<file path="src/rtl/booth_product_accumulator.sv">
// Sums sequences of signed Booth-multiplier products into a wider accumulator.
// Each finished sequence is held on a valid/ready port with a beat count and a sticky overflow flag.
module booth_product_accumulator #(
  parameter int PROD_W   = 16,
  parameter int ACC_W    = 24,
  parameter bit SATURATE = 1'b1
) (
  input  logic              clock,
  input  logic              reset,
  input  logic [PROD_W-1:0] p_in,
  input  logic              p_valid,
  input  logic              p_last,
  output logic              p_ready,
  output logic [ACC_W-1:0]  acc_out,
  output logic              acc_valid,
  input  logic              acc_ready,
  output logic [7:0]        count,
  output logic              overflow,
  output logic [1:0]        state_dbg_o
);

  // Handshakes: a beat transfers on a rising edge where valid and ready are
  // both high; valid never depends on ready, and a producer holding valid keeps
  // its data stable until the transfer.

  typedef enum logic [1:0] {
    IDLE  = 2'd0,
    ACCUM = 2'd1,
    HOLD  = 2'd2
  } state_t;

  localparam logic [ACC_W-1:0] ACC_MAX = {1'b0, {(ACC_W-1){1'b1}}};
  localparam logic [ACC_W-1:0] ACC_MIN = {1'b1, {(ACC_W-1){1'b0}}};

  state_t             state_q, state_d;
  logic [ACC_W-1:0]   acc_q, acc_d;
  logic [7:0]         count_q, count_d;
  logic               ovf_q, ovf_d;

  logic               accept;
  logic [ACC_W-1:0]   p_sext;
  logic [ACC_W:0]     sum_ext;
  logic               add_ovf;
  logic [ACC_W-1:0]   add_res;
  logic [7:0]         count_inc;

  assign p_ready = (state_q != HOLD) & ~reset;
  assign accept  = p_valid & p_ready;

  assign p_sext  = {{(ACC_W-PROD_W){p_in[PROD_W-1]}}, p_in};
  // One guard bit: the sum is exact, and overflow shows as the top two bits differing.
  assign sum_ext = {acc_q[ACC_W-1], acc_q} + {p_sext[ACC_W-1], p_sext};
  assign add_ovf = sum_ext[ACC_W] ^ sum_ext[ACC_W-1];

  always_comb begin
    add_res = sum_ext[ACC_W-1:0];
    if (SATURATE && add_ovf) begin
      add_res = sum_ext[ACC_W] ? ACC_MIN : ACC_MAX;
    end
  end

  assign count_inc = (count_q == 8'hFF) ? count_q : count_q + 8'd1;

  always_comb begin
    state_d = state_q;
    acc_d   = acc_q;
    count_d = count_q;
    ovf_d   = ovf_q;
    case (state_q)
      IDLE: begin
        if (accept) begin
          acc_d   = p_sext;
          count_d = 8'd1;
          ovf_d   = 1'b0;
          state_d = p_last ? HOLD : ACCUM;
        end
      end
      ACCUM: begin
        if (accept) begin
          acc_d   = add_res;
          count_d = count_inc;
          ovf_d   = ovf_q | add_ovf;
          state_d = p_last ? HOLD : ACCUM;
        end
      end
      HOLD: begin
        if (acc_ready) begin
          state_d = IDLE;
        end
      end
      default: state_d = IDLE;
    endcase
  end

  always_ff @(posedge clock) begin
    if (reset) begin
      state_q <= IDLE;
      acc_q   <= '0;
      count_q <= '0;
      ovf_q   <= 1'b0;
    end else begin
      state_q <= state_d;
      acc_q   <= acc_d;
      count_q <= count_d;
      ovf_q   <= ovf_d;
    end
  end

  assign acc_out     = acc_q;
  assign acc_valid   = (state_q == HOLD);
  assign count       = count_q;
  assign overflow    = ovf_q;
  assign state_dbg_o = state_q;

endmodule

</file>
<file path="config.mk">
export PLATFORM = sky130hd
export DESIGN_NAME = booth_product_accumulator
export DESIGN_NICKNAME = d
export VERILOG_FILES = /design/src/rtl/booth_product_accumulator.sv
export SDC_FILE = /design/constraint.sdc
export NUM_CORES = 1
export LEC_CHECK = 0
export BUFFER_PORTS_ARGS = -buffer_cell sky130_fd_sc_hd__buf_2
export CAP_MARGIN = 20
export CORE_MARGIN = 8
export CORE_UTILIZATION = 44
export DETAILED_ROUTE_END_ITERATION = 8
export PLACE_DENSITY = 0.76
export SKIP_CTS_REPAIR_TIMING = 1
export SYNTH_ARGS = -nofsm -noshare
export SYNTH_HDL_FRONTEND = slang
export SYNTH_SLANG_ARGS = --single-unit
</file>
<file path="constraint.sdc">
create_clock -name clock -period 8.6 [get_ports clock]
set_clock_uncertainty 0.1 [all_clocks]
set_input_delay 1.29 -clock clock [delete_from_list [all_inputs] [get_ports clock]]
set_output_delay 1.29 -clock clock [all_outputs]
set_load 0.05 [all_outputs]
</file>
==> impl_results.md, run 1 <==
- Status: complete, no violations
- Clk_lat worst skew: 0.30 ns
- Min cycle time layout: 4.161 ns
- Count of cell types in the netlist: 57
- # rows: 30
- Synth Instances: 378
- Layout area overhead: 13.37%
- Met3 global-route usage: 0.03698
- Max Buffers Root-to-Sink: 2
- Fin Setup TNS: 0 ns
- Slew HR: 0.3865
- # IOs: 58
- Most frequent cells in the layout: buf_2, nor2_1, dfxtp_1
- Dpl hpwl: 5.742 mm
- Overall routing resource usage: 0.1632
- Die W: 98.23 µm
- Routed WL: 7.910 mm
- H-tree Lvls: 2
- RePlAce Congestion: 0.8333
- Final Max Slew Viols: 0
- Antenna Nets Post-Route: 0
- First-pass GRT wire length: 13.43 mm
- Final Setup Violations: 0
- Crit path DAT: 4.26 ns
- CTS Buf Count: 5
- Core Region: 6681 µm²
- Sequential cell area fraction in the yosys report: 0.2355
- CTS tree: done
- PortBufs: 57
- DRT Pass-1 Iters: 4
- Routed vias/inst: 5.838
- Number of remaining DRC errors: 0
- Worst min path class: reg2reg
- Vias: 2954
- Initial core utilization: 0.4453
- Slew @ Worst Pin: 0.9202 ns
- Max-Cap Viols: 0
- Antenna cells: 0
- CP max FO: 19
- CP endpoint kind: flop
- GR Overflow Total: 0
- Syn Area/Cell: 7.871 µm²
- Vias in the first global route: 2873
- Met2 GRT Util: 0.2787
- Final core occ: 0.5049
- Die height: 98.23 µm
- Final hold viol count: 0
- PwrDens: 159.5 nW/µm²
- Mapped Nets: 425
- Top FF cell, synth: dfxtp_1
- Root Buffer: clkbuf_8
- Initial antenna violation count: 0
- EDFF count, synth: 0
- Largest net degree at the start of global routing: 33
- Filler cells: 663
- Synthesized flop and latch total: 35
- Setup crit start kind: input port
- Mapped Area: 2975 µm²
- Synth Warn #: 0
- Ratio of cells with drive above 1 in the final layout: 0.2136
- Most common cell after layout, fill and taps aside: buf_2
- Crit Path Category: in2reg
- Max VDD drop: 83.31 µV
- Async set or reset register ratio after synthesis: 0
- Period Utilization, post-route: 0.4839
- Met1 Use GR: 0.2041
- FMAX: 240.3 MHz
- Clk pin slew, worst setup/hold paths: 0.08 ns
- RSZ-0062 raised after global routing: false
- Leakage: 1.458 nW
- DIE AREA: 9649 µm²
- CP required: 8.70 ns
- Clock Sinks: 35
- Most used routing layer: met2
- DRT iter0 DRCs: 154
- NumNets Final: 472
- WL/cell: 15.63 µm
final timing paths:
| kind | from | end | slack (ns) | depth (start not counted) |
|---|---|---|---|---|
| setup / recovery | p_in[0] | acc_out[12]$_SDFFE_PP0P_ | 4.44 | 12 |
| hold / removal | overflow$_SDFFE_PP0P_ | overflow$_SDFFE_PP0P_ | 0.37 | 2 |
| setup reg to reg | acc_out[0]$_SDFFE_PP0P_ | acc_out[12]$_SDFFE_PP0P_ | 5.15 | 11 |
| hold reg to reg | overflow$_SDFFE_PP0P_ | overflow$_SDFFE_PP0P_ | 0.37 | 2 |
where the power goes:
group	switching, W	internal (W)	total (W)
Clock	0.0000692	0.0000565	0.000126
Sequential	0.0000113	0.000173	0.000184
Combinational	0.000149	0.0000788	0.000228
through the flow:
| stage | std cells | setup slack (ns) | hold slack, ns | power, W | cell area, µm² |
|---|---|---|---|---|---|
| floorplan | 378 | 4.852 | 0.5861 | 0.0003676 | 2975 |
| finish | 506 | 4.439 | 0.3686 | 0.0005379 | 3373 |
| CTS | 506 | 4.500 | 0.3698 | 0.0005400 | 3373 |
| global placement | 498 | 4.253 | 0.3544 | 0.0004092 | 3284 |
| detailed placement | 498 | 4.177 | 0.3574 | 0.0004137 | 3284 |
| global route | 506 | 4.144 | 0.3903 | 0.0005708 | 3373 |
critical path, stage by stage:
cell      delay (ns)
buf_2           0.11
ha_1            0.22
inv_1           0.07
fa_1            0.39
nand2b_1        0.18
a21oi_1         0.20
o21ai_1         0.22
o31ai_1         0.36
o21ai_1         0.16
o32ai_4         0.53
nand3_1         0.18
a311oi_1        0.32
logic make-up (layout without fill, tap and decap cells):
logic type	after synthesis	count (layout)	share of synthesized area
XOR/XNOR	24	24	0.07065
AO/OA/AOI/OAI	112	112	0.2834
multiplexers	3	3	0.01051
flip-flops	35	35	0.2355
buffers and inverters	29	77	0.04289
adder cells (fa/ha/maj)	29	29	0.1220
AND/OR/NAND/NOR	146	146	0.2351
synthesized netlist by cell type (2+ instances only):
cell type   n  area share
xor2_1     15       0.044
a311oi_2    8       0.040
nor3b_1     3      0.0076
a31oi_1     8       0.017
o21bai_1    7       0.018
a41oi_1     2      0.0059
xnor2_1     9       0.026
a21oi_1    22       0.037
ha_1       25        0.11
nand2_1    29       0.037
nor2_1     48       0.061
and2_1      2      0.0042
o211ai_1    5       0.013
nor3_1      6       0.010
nand3_1    14       0.024
o22ai_1     3      0.0063
nand2b_1   17       0.036
nand4_1     6       0.013
dfxtp_1    35        0.24
a21o_1      5       0.013
nand2_2     8       0.017
a311oi_1   10       0.029
a21boi_0    2      0.0050
or3_1       4      0.0084
maj3_1      3       0.010
inv_1      11       0.014
o21ai_1     6       0.010
buf_4       2      0.0050
o21ai_0    15       0.025
nor2b_1     5       0.011
clkbuf_1   11       0.014
mux2i_1     2      0.0067
o21a_1      4       0.010
buf_2       3      0.0050
flip-flops by register name, summed over array words and instances (netlist names):
name and cells:
acc_out 24, count 8, state_dbg_o 2, overflow 1
metal layers:
layer  vias to the layer above  routed length, µm
met5                         -                  0
met4                         0                 34
met3                         4                489
met2                        84               3711
met1                      1396               3674
li1                       1470                  -
layout make-up:
| type | count | area (µm²) | share of cell area |
|---|---|---|---|
| timing repair buffer | 58 | 292.8 | 0.08680 |
| clock inverter | 3 | 20.02 | 0.005935 |
| multi-input combinational | 314 | 2150 | 0.6372 |
| sequential | 35 | 700.7 | 0.2077 |
| inverter | 11 | 41.29 | 0.01224 |
| clock buffer | 5 | 68.82 | 0.02040 |
| tap | 80 | 100.1 | 0.02967 |
Note: power is estimated with default switching activity, not from simulation.
==> run 2, diff against run 1 <==
--- a/config.mk
+++ b/config.mk
@@ -5,6 +5,7 @@
 export SDC_FILE = /design/constraint.sdc
 export NUM_CORES = 1
 export LEC_CHECK = 0
+export ABC_AREA = 1
 export BUFFER_PORTS_ARGS = -buffer_cell sky130_fd_sc_hd__buf_2
 export CAP_MARGIN = 20
 export CORE_MARGIN = 8
==> constraint.sdc (replaced) <==
create_clock -name clock -period 4.3 [get_ports clock]
set_clock_uncertainty 0.1 [all_clocks]
set_input_delay 0.645 -clock clock [delete_from_list [all_inputs] [get_ports clock]]
set_output_delay 0.645 -clock clock [all_outputs]
set_load 0.05 [all_outputs]
==> run 2 against run 1 <==
  * Register-to-register slack worse by 3.6 ns
  * Sequential cell count stayed put
  * Largest power group unchanged
  * Critical path depth is 4 higher
  * Count of clock-buffer cells in the layout stayed put
==> impl_results.md, run 2 <==
- Filler cells: 683 (+3.0%)
- Mapped Nets: 539 (+27%)
- DRT Pass-1 Iters: 4 (unchanged)
- Max VDD drop: 206.9 µV (+150%)
- Final Setup Violations: 0 (unchanged)
- Final core occ: 0.5189 (+0.01402)
- Synth area leader: dfxtp_1
- GR Overflow Total: 0 (unchanged)
- RePlAce Congestion: 0.8969 (+7.6%)
- Initial core utilization: 0.4530 (+0.007645)
- CTS tree: done
- Synth top cells by count: nand2_1, nor2_1, inv_1
- First-pass GRT wire length: 14.03 mm (+4.5%)
- Routed WL: 7.991 mm (+1.0%)
- Logic pwr share: 0.366 (-0.058)
- WHS Path Cells: 2 (unchanged)
- Max Buffers Root-to-Sink: 2 (unchanged)
- Slew @ Worst Pin: 0.8015 ns (-0.1187 ns)
- Final Max Slew Viols: 0 (unchanged)
- Layout area overhead: 14.55%
- Part of the power in the clock network: 0.295 (+0.061)
- Final worst slack: 1.528 ns (-2.911 ns)
- Period Utilization, post-route: 0.6447
- Synth Warn #: 0 (unchanged)
- Leakage: 1.901 nW (+30%)
- Dpl hpwl: 6.196 mm (+7.9%)
- Crit Path Category: in2reg
- RSZ-0062 raised after global routing: false
- Final instance area: 3506 µm² (+3.9%)
- Initial antenna violation count: 0 (unchanged)
- Sequential cell area: 700.7 µm² (unchanged)
- Fin Setup TNS: 0 ns (unchanged)
- Top FF cell, synth: dfxtp_1
- NumNets Final: 594 (+26%)
- CTS Buf Count: 5 (unchanged)
- Number of remaining DRC errors: 0 (unchanged)
- Synth Instances: 492 (+30%)
- Synthesized flop and latch total: 35 (unchanged)
- FMAX: 360.8 MHz
- Top-count cell post-synth: nand2_1
- Mapped Area: 3060 µm² (+2.9%)
- Most frequent cells in the layout: nand2_1, nor2_1, buf_2
- Root Buffer: clkbuf_8
- Setup crit start kind: input port
- # IOs: 58 (unchanged)
- Max reg flops: 24 (unchanged)
- Vias in the first global route: 3253 (+13%)
- Min cycle time layout: 2.772 ns
- Status: complete, no violations
- Top post-synthesis cells by area: dfxtp_1, nand2_1, ha_1
- Flop pwr share: 0.340 (-0.003)
- Crit path DAT: 2.87 ns (-1.39 ns)
- Clk pin slew, worst setup/hold paths: 0.08 ns (about the same)
- Count of cell types in the netlist: 33 (-42%)
- Routed vias/inst: 5.162 (-12%)
- CP endpoint kind: flop
- PwrDens: 300.2 nW/µm² (+88%)
- Antenna Nets Post-Route: 0 (unchanged)
- Overall routing resource usage: 0.1665 (+0.003292)
- Clk_lat worst skew: 0.30 ns (about the same)
- CP required: 4.40 ns (-4.30 ns)
- Syn Area/Cell: 6.220 µm² (-21%)
- Async set or reset register ratio after synthesis: 0 (unchanged)
- Ratio of cells with drive above 1 in the final layout: 0.1588 (-0.05486)
- CP max FO: 12 (-7)
- # rows: 30 (unchanged)
- Top-area cell type share of the netlist area: 0.2289 (-0.006547)
- Switching pwr: 0.0004186 W (+82%)
- DRT iter0 DRCs: 128 (-17%)
- PortBufs: 57 (unchanged)
- Multi-input logic area: 2087 µm² (-2.9%)
- Internal Power: 0.0006338 W (+110%)
- Max-Cap Viols: 0 (unchanged)
- Antenna cells: 0 (unchanged)
- DIE AREA: 9880 µm² (+2.4%)
- Most common cell after layout, fill and taps aside: nand2_1
- Sequential cell area fraction in the yosys report: 0.2289 (-0.006547)
- R2R cell count: 15 (+4)
- EDFF count, synth: 0 (unchanged)
- Total chip power: 0.001052 W (+96%)
- Core Region: 6756 µm² (+1.1%)
- Sw frac: 0.3977 (-0.02909)
- Area post-placement: 3393 µm² (+3.3%)
- Die height: 99.40 µm (+1.2%)
- H-tree Lvls: 2 (unchanged)
- Slew HR: 0.4651 (+0.07856)
- Post-Place Worst Slack: 1.234 ns (-2.943 ns)
- Clock Sinks: 35 (unchanged)
- Worst min path class: reg2reg
- WL/cell: 12.72 µm (-19%)
- Final hold viol count: 0 (unchanged)
- Vias: 3242 (+9.7%)
- Die W: 99.40 µm (+1.2%)
- Worst reg-to-reg setup slack: 1.59 ns (-3.56 ns)
- Largest net degree at the start of global routing: 23 (-30%)
run 2: cell types whose count changed after synthesis, sizes merged, moves of 18 or more:
cell / before / now
a21oi: 23 / 46
a311oi: 18 / 0
inv: 11 / 56
nand2: 37 / 146
nand3: 14 / 32
run 2: routing by layer:
metal / part of all wire / up-vias / track usage
met5: 0 / - / 0
met4: 0.021 / 0 / 0.07334
met3: 0.045 / 15 / 0.03003
met2: 0.48 / 79 / 0.2991
met1: 0.45 / 1455 / 0.1867
li1: - / 1693 / -
run 2: metrics by stage:
step / hold WS [ns] / std cells
after floorplan: 0.6004 / 492
after global placement: 0.3699 / 620
after detailed placement: 0.3770 / 620
after CTS: 0.3901 / 628
after global routing: 0.4155 / 628
final: 0.3862 / 628
run 2: cells by family (layout without fill, tap and decap cells):
| logic type | Yosys count | in the layout | share of synthesized area |
|---|---|---|---|
| DFF | 35 | 35 | 0.2289 |
| and+or+nand+nor | 264 | 264 | 0.3728 |
| buffers and inverters | 66 | 122 | 0.08912 |
| xor gates and xnor gates | 20 | 20 | 0.05724 |
| AOI/OAI and AO/OA | 81 | 81 | 0.1431 |
| adders and majority gates | 26 | 26 | 0.1087 |
run 2: path summary, 6_finish.rpt:
kind / startpoint / end
hold / removal: acc_out[3]$_SDFFE_PP0P_ / acc_out[3]$_SDFFE_PP0P_
setup / recovery: p_in[0] / acc_out[21]$_SDFFE_PP0P_
setup reg to reg: acc_out[0]$_SDFFE_PP0P_ / acc_out[21]$_SDFFE_PP0P_
hold reg to reg: acc_out[3]$_SDFFE_PP0P_ / acc_out[3]$_SDFFE_PP0P_
run 2: cell type report:
| cell class | count | area share |
|---|---|---|
| Multi-Input combinational cell | 391 | 0.5953 |
| Sequential cell | 35 | 0.1999 |
| Timing Repair Buffer | 58 | 0.08351 |
| Inverter | 56 | 0.06067 |
| Tap cell | 80 | 0.02855 |
| Clock buffer | 5 | 0.01963 |
| Clock inverter | 3 | 0.01249 |
run 2: power by group through the flow:
stage	logic [W]	clock network, W	registers [W]
2_1_floorplan	0.000236	0	0.000427
3_3_place_gp	0.000376	0	0.000364
3_5_place_dp	0.000381	0	0.000365
4_1_cts	0.000384	0.000316	0.000358
5_1_grt	0.000427	0.000327	0.000360
6_report	0.000385	0.000310	0.000357
run 2: critical path, stage by stage:
cell and delay [ns]:
buf_2 0.09, ha_1 0.16, inv_1 0.06, fa_1 0.40, inv_1 0.07, nand2_1 0.04
nand2_1 0.07, nand3_1 0.07, nand2_1 0.18, nand2_1 0.12, nand4_1 0.14, nand2_2 0.09
nand3_2 0.22, nand3_2 0.23, a21oi_1 0.23, nor2_1 0.05
==> run 3, diff against run 2 <==
--- a/config.mk
+++ b/config.mk
@@ -11,7 +11,7 @@
 export CORE_MARGIN = 8
 export CORE_UTILIZATION = 44
 export DETAILED_ROUTE_END_ITERATION = 8
-export PLACE_DENSITY = 0.76
+export PLACE_DENSITY = 0.78
 export SKIP_CTS_REPAIR_TIMING = 1
 export SYNTH_ARGS = -nofsm -noshare
 export SYNTH_HDL_FRONTEND = slang
==> constraint.sdc (replaced) <==
create_clock -name clock -period 2.5 [get_ports clock]
set_clock_uncertainty 0.1 [all_clocks]
set_input_delay 0.375 -clock clock [delete_from_list [all_inputs] [get_ports clock]]
set_output_delay 0.375 -clock clock [all_outputs]
set_load 0.05 [all_outputs]
==> run 3 against run 2 <==
  * Utilization rose by 3.1 points
  * Sequential power is 72% higher
  * Largest power group unchanged
  * Routed wire length increased by 4.4%
  * Total power is 68% higher
  * Non-clock buffer count is 21 higher
  * Highest routed layer unchanged
  * Via count up 1.9%
  * Critical endpoint is now acc_out[12]$_SDFFE_PP0P_
  * Setup slack worse by 1.3 ns
==> impl_results.md, run 3 (synthesis gave the netlist of run 2 again) <==
- Status: complete, no violations
- PortBufs: 57 (unchanged)
- Dpl hpwl: 6.613 mm (+6.7%)
- DIE AREA: 9880 µm² (unchanged)
- Worst min path class: in2reg
- Sequential cell area: 704.4 µm² (+0.54%)
- Initial core utilization: 0.4530 (unchanged)
- Leakage: 1.999 nW (+5.2%)
- Hold path start: p_last
- Most frequent cells in the layout: nand2_1, nor2_1, buf_2
- Max Buffers Root-to-Sink: 2 (unchanged)
- Largest net degree at the start of global routing: 22 (-4.3%)
- CP endpoint kind: flop
- Max VDD drop: 256.5 µV (+24%)
- CTS tree: done
- Die W: 99.40 µm (unchanged)
- Antenna cells: 0 (unchanged)
- Clk pin slew, worst setup/hold paths: 0.08 ns (about the same)
- Filler cells: 690 (+1.0%)
- Slew @ Worst Pin: 0.4551 ns (-0.3464 ns)
- RePlAce Congestion: 0.9123 (+1.7%)
- Max reg flops: 24 (unchanged)
- Crit path launch: acc_out[0]$_SDFFE_PP0P_
- CTS Buf Count: 5 (unchanged)
- Ratio of cells with drive above 1 in the final layout: 0.2144 (+0.05565)
- FMAX: 432.9 MHz
- Setup crit start kind: flop
- Clk_lat worst skew: 0.29 ns (about the same)
- R2R cell count: 18 (+3)
- Hold path endpoint: state_dbg_o[1]$_SDFFE_PP0P_
- Layout area overhead: 21.30%
- Min cycle time layout: 2.310 ns
- Max-Cap Viols: 0 (unchanged)
- Routed WL: 8.344 mm (+4.4%)
- Hold WS: 0.2309 ns (-0.1553 ns)
- Final Max Slew Viols: 0 (unchanged)
- GR Overflow Total: 0 (unchanged)
- Final worst slack: 0.1900 ns (-1.338 ns)
- Final core occ: 0.5494 (+0.03056)
- First-pass GRT wire length: 14.55 mm (+3.7%)
- Clock Sinks: 35 (unchanged)
- Fin Setup TNS: 0 ns (unchanged)
- Root Buffer: clkbuf_8
- Period Utilization, post-route: 0.9240
- NumNets Final: 615 (+3.5%)
- Die height: 99.40 µm (unchanged)
- Crit Path Category: reg2reg
- Reg2reg end: acc_out[12]$_SDFFE_PP0P_
- H-tree Lvls: 2 (unchanged)
- Worst reg-to-reg setup slack: 0.19 ns (-1.40 ns)
- CP required: 2.58 ns (-1.82 ns)
- Routed vias/inst: 5.089 (-1.4%)
- PwrDens: 475.9 nW/µm² (+59%)
- Final hold viol count: 0 (unchanged)
- Core Region: 6756 µm² (unchanged)
- CP max FO: 9 (-3)
- Crit path DAT: 2.39 ns (-0.48 ns)
- Post-Place Worst Slack: -0.09216 ns (-1.326 ns)
- RSZ-0062 raised after global routing: true
- Initial antenna violation count: 0 (unchanged)
- Number of remaining DRC errors: 0 (unchanged)
- Most common cell after layout, fill and taps aside: nand2_1
- FF-to-FF Start: acc_out[0]$_SDFFE_PP0P_
- # IOs: 58 (unchanged)
- Multi-input logic area: 2131 µm² (+2.1%)
- Vias in the first global route: 3397 (+4.4%)
- WHS Path Cells: 3 (+1)
- DRT Pass-1 Iters: 4 (unchanged)
- # rows: 30 (unchanged)
- Final Setup Violations: 0 (unchanged)
- DRT iter0 DRCs: 135 (+5.5%)
- Vias: 3303 (+1.9%)
- Overall routing resource usage: 0.1745 (+0.007982)
- Antenna Nets Post-Route: 0 (unchanged)
- Slew HR: 0.6962 (+0.2312)
- WL/cell: 12.86 µm (+1.0%)
-- run 3: layout make-up --
class,instances,share of cell area
tap,80,0.02696
timing repair buffer,79,0.1281
multi-input combinational,391,0.5740
sequential,35,0.1898
inverter,56,0.05730
clock buffer,5,0.01854
clock inverter,3,0.005393
-- run 3: layer usage --
| layer | part of all wire | global-route usage | up-vias |
|---|---|---|---|
| li1 | - | - | 1739 |
| met1 | 0.46 | 0.2013 | 1469 |
| met2 | 0.48 | 0.3089 | 82 |
| met3 | 0.040 | 0.03561 | 13 |
| met4 | 0.015 | 0.06403 | 0 |
| met5 | 0 | 0 | - |
-- run 3: per-stage QoR --
step	cells	total power, W	instance area, µm²
3_5_place_dp	641	0.001334	3590
4_1_cts	649	0.001774	3679
6_report	649	0.001767	3712
5_1_grt	649	0.001885	3712
2_1_floorplan	492	0.001142	3074
3_3_place_gp	641	0.001322	3590
-- run 3: how the worst max path moves through the flow --
stage / end / cells after the start
finish: acc_out[12]$_SDFFE_PP0P_ / 18
detailed placement: acc_out[12]$_SDFFE_PP0P_ / 13
CTS: acc_out[12]$_SDFFE_PP0P_ / 18
global route: acc_out[15]$_SDFFE_PP0P_ / 15
global placement: acc_out[12]$_SDFFE_PP0P_ / 13
floorplan: acc_out[5]$_SDFFE_PP0P_ / 9
-- run 3: critical path: stages (launching register included) --
cell     delay (ns)
dfxtp_2        0.34
ha_1           0.17
inv_1          0.06
fa_2           0.34
inv_1          0.07
nand2_1        0.04
nand2_1        0.07
nand3_1        0.06
nand2_1        0.08
nand2_1        0.09
nand3_2        0.09
nand2_1        0.06
nand2_2        0.09
nand2_4        0.06
nand2_4        0.07
inv_4          0.05
buf_12         0.13
a21oi_1        0.15
nor2_1         0.06
-- run 3: power by group --
part | switching [W] | internal (W)
clock network | 0.000236 | 0.000194
registers | 0.0000248 | 0.000590
logic | 0.000476 | 0.000246
